$ cat config.mk
export PLATFORM = sky130hd
export DESIGN_NAME = fifo_sample_reader
export DESIGN_NICKNAME = d
export VERILOG_FILES = /design/src/rtl/fifo_sample_reader.sv
export SDC_FILE = /design/constraint.sdc
export NUM_CORES = 1
export LEC_CHECK = 0
export BUFFER_PORTS_ARGS = -buffer_cell sky130_fd_sc_hd__buf_2
export CORE_MARGIN = 5
export CORE_UTILIZATION = 59
export CTS_CLUSTER_SIZE = 28
export DETAILED_ROUTE_END_ITERATION = 8
export PLACE_DENSITY_LB_ADDON = 0.15
export SETUP_SLACK_MARGIN = 0.05
export SLEW_MARGIN = 20
export SYNTH_ARGS = -nofsm -noshare
export SYNTH_HDL_FRONTEND = slang
export SYNTH_SLANG_ARGS = --single-unit
$ cat constraint.sdc
create_clock -name clk -period 4.5 [get_ports clk]
set_input_delay 0 -clock clk [delete_from_list [all_inputs] [get_ports clk]]
set_output_delay 0 -clock clk [all_outputs]
set_load 0.05 [all_outputs]
$ cat src/rtl/fifo_sample_reader.sv
// fifo_sample_reader: pops LSB/MSB byte pairs from the audio FIFO on a sample-rate tick and emits signed 16-bit samples, substituting a fallback sample on underflow
module fifo_sample_reader #(
  parameter int TICK_DIV       = 2267,
  parameter bit UNDERFLOW_ZERO = 1'b1
) (
  input  logic        clk,
  input  logic        rst_n,
  input  logic        en,
  input  logic [7:0]  fifo_data,
  input  logic        fifo_empty,
  output logic        fifo_rd,
  output logic [15:0] sample_out,
  output logic        sample_valid,
  output logic        underflow,
  output logic [15:0] underflow_cnt
);
  localparam int CW = $clog2(TICK_DIV);
  typedef enum logic [1:0] {IDLE, GET_LO, GET_HI, OUT} state_t;
  state_t         state;
  logic [CW-1:0]  cnt;
  logic           pending;
  logic [7:0]     lo;
  logic [15:0]    last;
  logic           tick;
  logic           reading;
  logic           fallback;
  assign tick     = en && (cnt == CW'(TICK_DIV - 1));
  assign reading  = (state == GET_LO) || (state == GET_HI);
  assign fifo_rd  = reading && !fifo_empty && en;
  // a period ends while a sample is still incomplete: substitute the fallback
  assign fallback = tick && reading && !fifo_rd;
  // sample-period counter, held at zero while disabled
  always_ff @(posedge clk or negedge rst_n)
    if (!rst_n) cnt <= '0;
    else cnt <= (!en || tick) ? '0 : cnt + CW'(1);
  // byte assembly FSM; ticks arriving while busy are remembered in pending
  always_ff @(posedge clk or negedge rst_n)
    if (!rst_n) begin
      state         <= IDLE;
      pending       <= 1'b0;
      lo            <= '0;
      last          <= '0;
      sample_out    <= '0;
      sample_valid  <= 1'b0;
      underflow     <= 1'b0;
      underflow_cnt <= '0;
    end else begin
      sample_valid <= 1'b0;
      underflow    <= 1'b0;
      if (!en) begin
        state   <= IDLE;
        pending <= 1'b0;
      end else begin
        if (fallback) begin
          sample_out   <= UNDERFLOW_ZERO ? 16'h0000 : last;
          sample_valid <= 1'b1;
          underflow    <= 1'b1;
          if (underflow_cnt != 16'hFFFF) underflow_cnt <= underflow_cnt + 16'd1;
        end
        case (state)
          IDLE:
            if (tick || pending) begin
              state   <= GET_LO;
              pending <= 1'b0;
            end
          GET_LO:
            if (fifo_rd) begin
              lo      <= fifo_data;
              state   <= GET_HI;
              pending <= pending | tick;
            end
          GET_HI:
            if (fifo_rd) begin
              sample_out   <= {fifo_data, lo};
              last         <= {fifo_data, lo};
              sample_valid <= 1'b1;
              state        <= OUT;
              pending      <= pending | tick;
            end
          OUT: begin
            state   <= pending ? GET_LO : IDLE;
            pending <= tick;
          end
        endcase
      end
    end
endmodule

==> results.md <==
- Status: complete, no violations
- Dpl cells: 349
- DR WL met2: 2750 um
- Deepest clock path buffer count: 2
- Worst EP arrival: 2.72 ns
- Initial antenna violation count: 0
- Highest Signal Layer: met4
- Width of the die: 78.9 um
- Worst-path clk slew: 0.06 ns
- # clock sinks: 57
- Slew Limit Headroom: 33.5%
- Total wire length: 5790 um
- Avg Cell Area, Syn: 10.9 sq um
- DR vias/cell: 5.66
- Placer Congestion: 0.809
- Sequential cell area: 1430 sq um
- Post-synth ARST share: 100%
- Post-CTS Setup Bufs: 0
- FILL cells: 350
- Post-Syn Area: 2800 sq um
- Clk root buf: clkbuf_8
- Ys flop type: dfrtp_1
- Fraction of layout instances using a drive strength above 1: 28.4%
- Final Hold Vio Count: 0
- DRT iter0 DRCs: 119
- Post-Syn Nets: 276
- CTS buffer count: 9
- Die area: 6220 sq um
- Final ANT Viol Nets: 0
- Slew Limit Fails: 0
- Setup Viol. Count Final: 0
- Largest net degree at the start of global routing: 58
- Crit Path Category: reg2reg
- Worst Path Max Fanout: 15
- Die height: 78.9 um
- # H-tree levels: 3
- Critical Path RT: 4.72 ns
- Sequential fraction of the synthesis area: 51.0%
- CTS tree: yes
- Max Cap Viol: 0
- Crit. End Element: register
- Area of the multi-input gates: 1300 sq um
- Worst-margin pin slew: 0.991 ns
- Clk_skew: 0.00844 ns
- Crit path cell chain: inv_1 -> ha_1 -> nand3_2 -> nor4_4 -> o21ai_2 -> mux2_1
- Crit-path slowest cell: nor4_4
- RSZ-0062 raised after global routing: no
- IO buf count: 46
- CP peak stage delay: 0.77 ns
- CTS resizes: 0
- Area Growth Syn to Fin: 19.2%
- All-Layer GR Usage: 20.7%
- # DRC: 0
- Io pins: 47
- Ys Warns: 0
- Cells after Synth: 256
- Total iterations of the first detailed-routing run: 4
- First-pass GRT wire length: 9800 um
- Leakage: 1.66 nW
- Final min period: 2.50 ns
- EDFF count, synth: 0
- Initial core utilization: 60.0%
- VDD IR max: 0.247 mV
- Tcrit/Tclk final: 55.6%
- GRT overflow: 0
- Metal3 WL: 304 um
- Power density over the cells: 512 nW/um^2
- # rows: 25
- Post-route insts no fill: 374
- Nets: 336
- Vias: 2115
- Yosys cell types: 45
- Post-layout util: 71.6%
- Drt wl/cell: 15.5 um
- Achievable Freq: 0.400 GHz
- Core ar.: 4660 sq um
- Metal-1 WL: 2650 um
- ANT cells: 0
- Crit start category: register
- Detailed Place HPWL: 3860 um
- Worst hold-check path type: in2reg
- #FFs+latches synth: 57
- Setup TNS: 0 ns
- Vias in the first global route: 2103
- Clock Latency Late Sink: 0.34 ns
-- cells in the final DEF, fill, tap and decap left out, types with 10 or more instances in the layout --
cell type	Yosys	final
dfrtp_1	57	57
buf_2	2	46
nand2_1	43	43
xnor2_1	17	17
nor2_1	16	16
o21ai_1	16	16
clkbuf_8	0	12
dlygate4sd3_1	0	10
-- kinds of logic (layout without fill, tap and decap cells) --
group | count (synthesis) | count (layout) | synth area share, %
adder cells (fa/ha/maj) | 8 | 8 | 3.58
buffers and inverters | 15 | 79 | 2.64
multiplexers | 12 | 12 | 4.70
AND/OR/NAND/NOR | 105 | 105 | 21.4
flip-flops | 57 | 57 | 51.0
XOR/XNOR | 22 | 22 | 6.89
AO/OA/AOI/OAI | 37 | 37 | 9.79
-- flip-flops by register name, summed over array words and instances (netlist names) --
register / flops
underflow: 1
sample_out: 16
sample_valid: 1
pending: 1
state: 2
underflow_cnt: 16
lo: 8
cnt: 12
-- layer usage --
metal,vias to the layer above,track usage [%]
met5,-,0
li1,1022,-
met4,0,8.25
met3,7,7.03
met1,1026,26.3
met2,60,32.5
-- where the power goes --
group / leakage (nW) / internal [mW] / switching [mW] / total (mW)
Clock: 0.0980 / 0.239 / 0.198 / 0.437
Sequential: 0.764 / 0.624 / 0.0596 / 0.684
Combinational: 0.802 / 0.157 / 0.432 / 0.588
Total: 1.66 / 1.02 / 0.689 / 1.71
-- timing repair --
item | in CTS | in global routing
setup endpoints to repair | 0 | 0
endpoints found under the hold margin | 76 | 0
hold buffers | 10 | 0
-- critical path, delay by kind of cell, from the launching register on --
family	cells	cell delay (ns)
AO/OA/AOI/OAI	1	0.15
adder cells (fa/ha/maj)	1	0.42
buffers and inverters	1	0.12
flip-flops	1	0.39
multiplexers	1	0.36
AND/OR/NAND/NOR	2	0.94
-- final timing paths --
kind / slack [ns] / to / cells after the start / start
max reg2reg: 2.00 / underflow_cnt[1] / 6 / state[0]
max: 2.00 / underflow_cnt[1] / 6 / state[0]
min reg2reg: 0.49 / cnt[0] / 1 / cnt[0]
min in group asynchronous: 0.32 / sample_out[5] / 3 / rst_n
min: 0.03 / pending / 3 / fifo_empty
max in group asynchronous: 3.70 / state[1] / 3 / rst_n
-- layout make-up --
type / count / share of cell area [%]
Tap cell: 54 / 2.03
Clock inverter: 3 / 0.450
Sequential cell: 57 / 42.8
Multi-Input combinational cell: 184 / 38.9
Timing Repair Buffer: 57 / 10.1
Inverter: 7 / 0.788
Clock buffer: 12 / 4.95
-- metrics by stage --
stage               worst slack [ns]  hold slack (ns)  power (mW)  cell area (sq um)
floorplan                       2.20           -0.296        1.13               2800
global placement                2.11            0.181        1.26               3060
detailed placement              1.99            0.190        1.28               3060
CTS                             2.00          0.00603        1.73               3340
global route                    1.84           0.0455        1.81               3340
finish                          2.00           0.0284        1.71               3340
-- synthesized netlist by cell type, types with 4 or more instances --
| cell | instances | area (sq um) |
|---|---|---|
| clkbuf_1 | 4 | 15.0 |
| and3_1 | 4 | 25.0 |
| dfrtp_1 | 57 | 1430 |
| xnor2_1 | 17 | 149 |
| xor2_1 | 5 | 43.8 |
| o21ai_1 | 16 | 80.1 |
| o211ai_2 | 7 | 87.6 |
| nor4_1 | 4 | 25.0 |
| mux2_2 | 8 | 90.1 |
| nand4_1 | 8 | 50.1 |
| nor2_1 | 16 | 60.1 |
| ha_1 | 8 | 100 |
| nand3_1 | 5 | 25.0 |
| inv_1 | 7 | 26.3 |
| nand2_1 | 43 | 161 |
Power figures use the tool's default switching activity.
